$ cat config.mk
export PLATFORM = sky130hd
export DESIGN_NAME = protection_supervisor
export DESIGN_NICKNAME = d
export VERILOG_FILES = /design/src/rtl/protection_pkg.sv /design/src/rtl/adc_window_filter.sv /design/src/rtl/protection_supervisor.sv
export SDC_FILE = /design/constraint.sdc
export NUM_CORES = 1
export LEC_CHECK = 0
export CORE_MARGIN = 3
export CORE_UTILIZATION = 40
export DETAILED_ROUTE_END_ITERATION = 16
export MAX_ROUTING_LAYER = met4
export SKIP_LAST_GASP = 1
export SYNTH_ARGS = -nofsm -noshare
export SYNTH_HDL_FRONTEND = slang
export SYNTH_HIERARCHICAL = 1
export SYNTH_SLANG_ARGS = --single-unit
$ cat constraint.sdc
create_clock -name clk -period 12.3 [get_ports clk]
set_input_delay 3.075 -clock clk [delete_from_list [all_inputs] [get_ports clk]]
set_output_delay 3.075 -clock clk [all_outputs]
set_load 0.01 [all_outputs]
$ cat src/rtl/protection_pkg.sv
// Shared encodings for the drive-protection supervisor: FSM states,
// first-fault codes and the debounce counter width.
package protection_pkg;

    typedef enum logic [1:0] {
        ST_IDLE  = 2'd0,
        ST_ARMED = 2'd1,
        ST_RUN   = 2'd2,
        ST_FAULT = 2'd3
    } state_t;

    typedef enum logic [2:0] {
        FF_NONE   = 3'd0,
        FF_MK     = 3'd1,
        FF_PANEL  = 3'd2,
        FF_DRIVER = 3'd3,
        FF_ADC    = 3'd4
    } first_fault_t;

    // Debounce counters are 8 bits, which bounds FILT_CNT to 1..255.
    localparam int FILT_W = 8;

    // Fixed priority when several sources qualify in the same cycle:
    // MCU link, then panel link, then drivers, then ADC windows.
    function automatic first_fault_t pick_first_fault(
        input logic mk,
        input logic panel,
        input logic drv,
        input logic adc_any
    );
        first_fault_t code;
        code = FF_NONE;
        if (mk)           code = FF_MK;
        else if (panel)   code = FF_PANEL;
        else if (drv)     code = FF_DRIVER;
        else if (adc_any) code = FF_ADC;
        return code;
    endfunction

endpackage

$ cat src/rtl/adc_window_filter.sv
// Window comparator with consecutive-sample debounce for one ADC channel.
// qualified is combinational from the current sample and the count of
// preceding out-of-window samples, so the owner sees the fault on the
// FILT_CNT-th consecutive out-of-window edge.
module adc_window_filter
    import protection_pkg::*;
#(
    parameter int ADC_W    = 16,
    parameter int FILT_CNT = 4
) (
    input  logic             clk,
    input  logic             reset,
    input  logic [ADC_W-1:0] sample,
    input  logic [ADC_W-1:0] hi,
    input  logic [ADC_W-1:0] lo,
    output logic             qualified
);

    localparam logic [FILT_W-1:0] TERM = FILT_W'(FILT_CNT - 1);

    logic              out_of_window;
    logic [FILT_W-1:0] cnt;

    // Limits themselves count as in-window.
    assign out_of_window = (sample > hi) || (sample < lo);
    assign qualified     = out_of_window && (cnt == TERM);

    // Count consecutive out-of-window samples; hold at the terminal value
    // so the channel stays qualified while the excursion persists.
    always_ff @(posedge clk) begin
        if (reset) begin
            cnt <= '0;
        end else if (!out_of_window) begin
            cnt <= '0;
        end else if (cnt != TERM) begin
            cnt <= cnt + 1'b1;
        end
    end

endmodule

$ cat src/rtl/protection_supervisor.sv
// Drive-protection supervisor and run sequencer. Gates the control
// algorithm and the modulator, and latches the first fault with its
// sources until reset.
//
// state    | meaning
// ---------+---------------------------------------------------------
// IDLE     | both gates off, waiting for a main_enable rising edge
// ARMED    | algorithm enabled, waiting for algorithm_run
// RUN      | algorithm and modulator enabled
// FAULT    | both gates off, fault sources frozen until reset
module protection_supervisor
    import protection_pkg::*;
#(
    parameter int N_ADC    = 3,
    parameter int ADC_W    = 16,
    parameter int N_DRV    = 4,
    parameter int FILT_CNT = 4,
    parameter logic [N_ADC*ADC_W-1:0] ADC_HI = {16'd3250, 16'd2800, 16'd2800},
    parameter logic [N_ADC*ADC_W-1:0] ADC_LO = {16'd850, 16'd1300, 16'd1300}
) (
    input  logic                   clk,
    input  logic                   reset,
    input  logic                   main_enable,
    input  logic                   algorithm_run,
    input  logic                   mk_timeout,
    input  logic                   panel_timeout,
    input  logic [15:0]            encoder,
    input  logic [N_ADC*ADC_W-1:0] adc,
    input  logic [N_DRV-1:0]       driver_err,
    output logic                   algorithm_enable,
    output logic                   svm_enable,
    output logic [N_ADC-1:0]       adc_err,
    output logic [N_DRV-1:0]       igbt_err,
    output logic                   fault,
    output logic [2:0]             first_fault,
    output logic [1:0]             state
);

    localparam logic [N_DRV-1:0] DRV_OK = '1;

    state_t           state_q;
    state_t           state_n;
    first_fault_t     first_fault_q;
    logic [N_ADC-1:0] adc_qual;
    logic             drv_fault;
    logic             any_fault;
    logic             main_enable_d;
    logic             edge_valid;
    logic             arm_edge;
    logic             fault_entry;

    for (genvar i = 0; i < N_ADC; i++) begin : g_adc_filt
        adc_window_filter #(
            .ADC_W    (ADC_W),
            .FILT_CNT (FILT_CNT)
        ) u_adc_window_filter (
            .clk       (clk),
            .reset     (reset),
            .sample    (adc[i*ADC_W +: ADC_W]),
            .hi        (ADC_HI[i*ADC_W +: ADC_W]),
            .lo        (ADC_LO[i*ADC_W +: ADC_W]),
            .qualified (adc_qual[i])
        );
    end

    assign drv_fault = (driver_err != DRV_OK);
    assign any_fault = mk_timeout || panel_timeout || drv_fault || (|adc_qual);

    // The first cycle after reset has no trustworthy previous sample, so a
    // main_enable held high through reset must toggle before it can arm.
    assign arm_edge    = edge_valid && main_enable && !main_enable_d;
    assign fault_entry = (state_q != ST_FAULT) && (state_n == ST_FAULT);

    // Next-state decode; a qualifying fault overrides every other request.
    always_comb begin
        state_n = state_q;
        if (state_q != ST_FAULT && any_fault) begin
            state_n = ST_FAULT;
        end else begin
            case (state_q)
                ST_IDLE: begin
                    if (arm_edge && encoder == 16'd0) state_n = ST_ARMED;
                end
                ST_ARMED: begin
                    if (!main_enable)       state_n = ST_IDLE;
                    else if (algorithm_run) state_n = ST_RUN;
                end
                ST_RUN: begin
                    if (!main_enable) state_n = ST_IDLE;
                end
                ST_FAULT: state_n = ST_FAULT;
                default:  state_n = ST_IDLE;
            endcase
        end
    end

    // State register, registered gate outputs and fault-source latches.
    always_ff @(posedge clk) begin
        if (reset) begin
            state_q          <= ST_IDLE;
            main_enable_d    <= 1'b0;
            edge_valid       <= 1'b0;
            algorithm_enable <= 1'b0;
            svm_enable       <= 1'b0;
            fault            <= 1'b0;
            adc_err          <= '0;
            igbt_err         <= '1;
            first_fault_q    <= FF_NONE;
        end else begin
            state_q          <= state_n;
            main_enable_d    <= main_enable;
            edge_valid       <= 1'b1;
            algorithm_enable <= (state_n == ST_ARMED) || (state_n == ST_RUN);
            svm_enable       <= (state_n == ST_RUN);
            fault            <= (state_n == ST_FAULT);
            if (fault_entry) begin
                adc_err       <= adc_qual;
                igbt_err      <= driver_err;
                first_fault_q <= pick_first_fault(mk_timeout, panel_timeout,
                                                  drv_fault, |adc_qual);
            end
        end
    end

    assign state       = state_q;
    assign first_fault = first_fault_q;

endmodule

==> results of run 1 <==
area by class of cell:
class | count | share of cell area [%]
multi-input cells | 483 | 59.6
repair buffers | 89 | 15.3
flip-flops and latches | 41 | 14.1
inverters | 96 | 6.19
well taps | 136 | 2.92
clock buffers | 6 | 1.25
clock inverters | 2 | 0.667
worst max path at each step:
stage / depth (start not counted) / to / slack, ps / start
2_1_floorplan: 14 / first_fault[0]$_SDFFE_PP0P_ / 6230 / adc[39]
3_3_place_gp: 14 / first_fault[0]$_SDFFE_PP0P_ / 5520 / adc[34]
3_5_place_dp: 14 / first_fault[1]$_SDFFE_PP0P_ / 5420 / adc[35]
4_1_cts: 14 / first_fault[1]$_SDFFE_PP0P_ / 5730 / adc[39]
5_1_grt: 14 / first_fault[1]$_SDFFE_PP0P_ / 5520 / adc[47]
6_report: 14 / first_fault[0]$_SDFFE_PP0P_ / 5740 / adc[39]
report_power, final:
part / internal [W] / switching (W)
Sequential: 0.000139 / 0.00000639
Clock: 0.0000609 / 0.0000457
Combinational: 0.0000689 / 0.0000698
Total: 0.000269 / 0.000122
sequential cells by signal (all words and copies together), names as in the netlist:
register / count
fault: 1
svm_enable: 1
main_enable_d: 1
edge_valid: 1
igbt_err: 4
adc_err: 3
algorithm_enable: 1
g_adc_filt.u_adc_window_filter/cnt: 24
first_fault: 3
state: 2
placed cells by master (no fill, tap or decap), types with 4 or more instances in the layout:
cell type	n
ha_1	98
inv_1	96
conb_1	96
clkdlybuf4s50_1	88
nand2_1	53
a21oi_1	45
dfxtp_1	41
nand3_1	27
a211oi_1	27
o21ai_0	18
xor2_1	18
nor2_1	13
nor2b_1	8
a21o_1	6
o21a_1	6
and3_1	6
clkbuf_8	5
nand2b_1	5
nor3_1	4
per-stage QoR:
step           hold slack, ps  total power, W
2_1_floorplan             476        0.000235
3_3_place_gp              442        0.000282
3_5_place_dp              448        0.000286
4_1_cts                   459        0.000395
5_1_grt                   479        0.000421
6_report                  460        0.000391
routing by layer:
layer / global-route usage, % / vias up / wire, um
met3: 2.00 / 6 / 324
met2: 27.6 / 60 / 4420
met5: - / - / 0
met4: 2.76 / 0 / 59
li1: - / 2133 / -
met1: 18.9 / 1708 / 4200
worst reg2reg max path, delay by kind of cell, from the launching register on:
kind / cells / cell delay (ps)
AO/OA/AOI/OAI: 4 / 520
adder cells (fa/ha/maj): 2 / 520
flip-flops: 1 / 360
AND/OR/NAND/NOR: 5 / 1290
cell families after synthesis:
group,Yosys count
AOI/OAI and AO/OA,123
xor gates and xnor gates,21
adders and majority gates,98
buffers and inverters,101
DFF,41
muxes,3
other,2
and+or+nand+nor,142
==> results.py, run 1 <==
metrics = {
    "status": {
        "status": "finished clean",
    },
    "setup_path": {
        "cp_common_cell": "a21oi_1",
        "cpMaxStageDelayCell": "clkdlybuf4s50_1",
        "worstPathRequired_ps": 12460,
        "cp-end-kind": "flop",
        "critical_path.max_stage_delay_ps": 440,
        "crit_chain": "clkdlybuf4s50_1, ha_1, a21oi_1, o21ai_0, a221o_1, o31ai_4, a21oi_1, or3_4, nor4_4, o311ai_2, ha_1, and2_1, o21ai_0, a21oi_1",
        "r2r_cells": 11,
        "path_buf_inv": 1,
        "r2r_slack_ps": 9480,
        "regToRegEndpoint": "first_fault[0]$_SDFFE_PP0P_",
        "critPathTopFamily": "compound AO/OA/AOI/OAI gates",
        "critical_path_class": "in2reg",
        "rr_startpoint": "g_adc_filt[2].u_adc_window_filter/cnt[0]$_SDFFE_PP0N_",
        "arrival_ps": 6720,
        "cp_max_fo": 10,
        "start_kind": "primary input",
    },
    "timing": {
        "slew-limit-headroom_pct": 51.0,
        "tightestPinTransition_ps": 730,
        "final.setup_skew_ps": 5.48,
        "finalSetupTns_ps": 0,
        "period_needed_ps": 6560,
        "rsz0062_at_grt": "false",
        "setup_viol": 0,
        "hold_viol_final": 0,
        "fmax_mhz": 153,
        "drv_slew": 0,
        "period_share_pct": 53.3,
        "worst_slack_ps": 5740,
    },
    "floorplanning": {
        "die_w_um": 110,
        "initial_core_util_pct": 41.4,
        "num_rows": 37,
        "die_area_mm2": 0.0121,
        "num_io_pins": 89,
        "die_y_um": 110,
        "core_mm2": 0.0104,
    },
    "placed_design": {
        "hpwl_um": 7780,
        "pre_cts_slack_ps": 5420,
        "dpl_cell_area_mm2": 0.00571,
        "port_buffers": 88,
        "gp_congestion": 0.775,
        "place_inst": 845,
    },
    "detailed_routing": {
        "postRouteAntennaNets": 0,
        "totalWireLength_um": 9010,
        "drc": 0,
        "num_vias": 3907,
        "first_pass_iters": 4,
        "wl_per_cell_um": 10.6,
        "via_per_inst": 4.58,
        "drtIter0Drc": 77,
    },
    "synth": {
        "synth_edf_count": 0,
        "synth_compound_area_share_pct": 20.0,
        "synth_cell_types": 44,
        "post-synth-top-count-cell": "ha_1",
        "yosys_warnings": 6,
        "ys_ff_latch": 41,
        "synth_top_area_cell": "ha_1",
        "yosys-mux-area-fraction_pct": 0.696,
        "synthSimpleGateAreaFrac_pct": 18.6,
        "synth_top_area_share_pct": 28.4,
        "synth_area_per_cell_um2": 8.12,
        "synth_area_leaders": "ha_1 28%, dfxtp_1 19%, inv_1 8.4%",
        "synth_top_family_by_area": "adder cells",
        "synth_cells": 531,
        "synth-main-ff-cell": "dfxtp_1",
        "seq_area_frac_synth_pct": 19.0,
        "synthTopCellsByCount": "98 x ha_1, 96 x inv_1, 53 x nand2_1, 45 x a21oi_1, 41 x dfxtp_1",
        "yosys.area_share.xor_xnor_pct": 4.26,
        "netlist_area_mm2": 0.00431,
        "synth_fa_ha_area_share_pct": 28.4,
        "synthArstFlopShare_pct": 0,
    },
    "global_route": {
        "grt_antenna_before_repair": 0,
        "grt_pass1_vias": 3765,
        "grt.overflow.total": 0,
        "grt_pass1_wl_um": 15400,
        "grt_max_degree": 36,
        "track_usage_pct": 15.5,
    },
    "cts": {
        "cts_resized": 0,
        "path_clk_slew_ps": 80,
        "ctsLongestPathBuffers": 2,
        "cts_buffers": 5,
        "tritoncts": "yes",
        "postCtsSetupRepairBufs": 0,
        "worst_skew_pair.late_latency_ps": 280,
        "clockRootBuffer": "clkbuf_8",
        "cts.sinks": 41,
        "cts_max_level": 2,
        "cts_hold_buf": 0,
    },
    "power": {
        "vdd_ir_drop_max_mv": 0.0456,
        "p_per_area_mw_per_mm2": 67.2,
        "p_leak_nw": 2.77,
    },
    "finish": {
        "antenna_cells": 0,
        "post-route-util_pct": 55.9,
        "drive_gt1_share_pct": 4.32,
        "stdcell_area_mm2": 0.00582,
        "nNetsFinal": 888,
        "multi_input_area_mm2": 0.00347,
        "seq_area_um2": 821,
        "n_fill_cell": 996,
        "instances_no_fill": 853,
        "area_delta_synth_final_pct": 34.9,
    },
    "min_path": {
        "min_path_type": "reg2reg",
        "whs_endpoint": "adc_err[1]$_SDFFE_PP0P_",
        "min_from": "adc_err[1]$_SDFFE_PP0P_",
        "whs_path_depth": 2,
    },
    "run": {
        "cap_violations": 0,
    },
}
No activity file was read; power rests on OpenSTA's default activity.
==> inputs of run 2 (changes only) <==
- PLACE_DENSITY: unset -> 0.67
- clock period: 12.3 -> 5.8 ns (I/O delays scaled with it)
==> run 2 against run 1 <==
Net effect: largest power group unchanged; final cell count up 0.35%; clock power up 120%; wire length down 0.91%; combinational power up 120%; largest cell class unchanged; non-clock buffer count up 3; via count up 1.3%; clock skew down 2.1 ps.
==> results.py, run 2 (synthesis gave the netlist of run 1 again) <==
metrics = {
    "status": {
        "status": "finished clean",
    },
    "detailed_routing": {
        "postRouteAntennaNets": 0,
        "via_per_inst": 4.62,
        "first_pass_iters": 6,
        "drc": 0,
        "totalWireLength_um": 8920,
        "num_vias": 3958,
        "drtIter0Drc": 134,
        "wl_per_cell_um": 10.4,
    },
    "floorplanning": {
        "die_y_um": 110,
        "core_mm2": 0.0104,
        "die_area_mm2": 0.0121,
        "initial_core_util_pct": 41.4,
        "num_rows": 37,
        "die_w_um": 110,
        "num_io_pins": 89,
    },
    "placed_design": {
        "place_inst": 848,
        "port_buffers": 88,
        "gp_congestion": 0.777,
        "hpwl_um": 7640,
        "pre_cts_slack_ps": 576,
    },
    "global_route": {
        "grt_max_degree": 36,
        "grt_pass1_wl_um": 15300,
        "track_usage_pct": 15.5,
        "grt_antenna_before_repair": 0,
        "grt.overflow.total": 0,
        "grt_pass1_vias": 3749,
    },
    "finish": {
        "final_common_cell": "ha_1",
        "n_fill_cell": 977,
        "area_delta_synth_final_pct": 35.5,
        "instances_no_fill": 856,
        "antenna_cells": 0,
        "reg_top3": "g_adc_filt.u_adc_window_filter/cnt x24, igbt_err x4",
        "layout_common_cells": "98 x ha_1, 96 x inv_1, 96 x conb_1",
        "largest_register_ffs": 24,
        "nNetsFinal": 891,
        "top_register": "g_adc_filt.u_adc_window_filter/cnt",
        "drive_gt1_share_pct": 4.72,
    },
    "cts": {
        "path_clk_slew_ps": 80,
        "postCtsSetupRepairBufs": 0,
        "clockRootBuffer": "clkbuf_8",
        "cts_buffers": 5,
        "cts.sinks": 41,
        "ctsLongestPathBuffers": 2,
        "worst_skew_pair.late_latency_ps": 300,
        "cts_max_level": 2,
        "cts_hold_buf": 0,
        "tritoncts": "yes",
        "cts_resized": 0,
    },
    "setup_path": {
        "crit_chain": "clkdlybuf4s50_1, ha_1, a21oi_1, o21ai_0, a221o_1, o31ai_4, a21oi_1, or3_4, nor4_4, o311ai_2, ha_1, and2_1, o21ai_0, a21oi_1",
        "cp_max_fo": 10,
        "cp_common_cell": "a21oi_1",
        "worstPathRequired_ps": 5970,
        "arrival_ps": 5070,
        "start_kind": "primary input",
        "cp-end-kind": "flop",
        "cpMaxStageDelayCell": "clkdlybuf4s50_1",
        "critical_path_class": "in2reg",
        "critical_path.max_stage_delay_ps": 440,
    },
    "power": {
        "swShare_pct": 30.8,
        "finalPower_w": 0.000845,
        "clockPowerShare_pct": 28.1,
        "vdd_ir_drop_max_mv": 0.0982,
        "p_per_area_mw_per_mm2": 145,
        "power.internal_w": 0.000585,
        "p_switching_w": 0.000261,
        "p_seq_share_pct": 36.5,
        "pwr-share-comb_pct": 35.4,
        "p_leak_nw": 2.79,
    },
    "min_path": {
        "min_path_type": "reg2reg",
    },
    "timing": {
        "rsz0062_at_grt": "false",
        "drv_slew": 0,
        "period_share_pct": 84.4,
        "period_needed_ps": 4900,
        "hold_slack_ps": 462,
        "worst_slack_ps": 904,
        "finalSetupTns_ps": 0,
        "fmax_mhz": 204,
        "final.setup_skew_ps": 3.40,
        "hold_viol_final": 0,
        "setup_viol": 0,
    },
    "run": {
        "cap_violations": 0,
    },
}
run 2: area by class of cell:
type / instances / area [um^2] / area share [%]
flip-flops and latches: 41 / 821 / 14.0
inverters: 96 / 360 / 6.16
clock inverters: 1 / 30.0 / 0.514
clock buffers: 7 / 86.3 / 1.48
well taps: 136 / 170 / 2.91
repair buffers: 92 / 911 / 15.6
multi-input cells: 483 / 3470 / 59.3
run 2: path summary, 6_finish.rpt:
| kind | slack [ps] | depth (start not counted) | from | to |
|---|---|---|---|---|
| setup / recovery | 900 | 14 | adc[39] | first_fault[0]$_SDFFE_PP0P_ |
| hold reg to reg | 460 | 2 | first_fault[1]$_SDFFE_PP0P_ | first_fault[1]$_SDFFE_PP0P_ |
| setup reg to reg | 3000 | 11 | g_adc_filt[2].u_adc_window_filter/cnt[0]$_SDFFE_PP0N_ | first_fault[0]$_SDFFE_PP0P_ |
| hold / removal | 460 | 2 | first_fault[1]$_SDFFE_PP0P_ | first_fault[1]$_SDFFE_PP0P_ |
run 2: metal layers:
metal	vias to the layer above	global-route usage [%]	share of wire [%]
met5	-	-	0
met1	1751	19.0	45
met4	0	3.47	1.1
met2	58	27.4	50
met3	7	1.64	3.8
li1	2142	-	-
run 2: stage by stage:
stage | util, % | instance area, um^2
finish | 56.1 | 5850
global route | 56.1 | 5850
CTS | 56.1 | 5850
detailed placement | 55.0 | 5730
global placement | 55.0 | 5730
floorplan | - | 4670
run 2: critical path, delay by kind of cell:
kind,cells,cell delay (ps)
buf+inv,1,440
fa+ha+maj,2,560
compound gates,8,1640
simple gates,3,960
run 2: power by group through the flow:
stage / sequential [W] / clock (W) / combinational [W]
after CTS: 0.000308 / 0.000243 / 0.000298
final: 0.000308 / 0.000238 / 0.000299
after detailed placement: 0.000315 / 0 / 0.000296
after floorplan: 0.000314 / 0 / 0.000184
after global placement: 0.000314 / 0 / 0.000284
after global routing: 0.000311 / 0.000252 / 0.000344
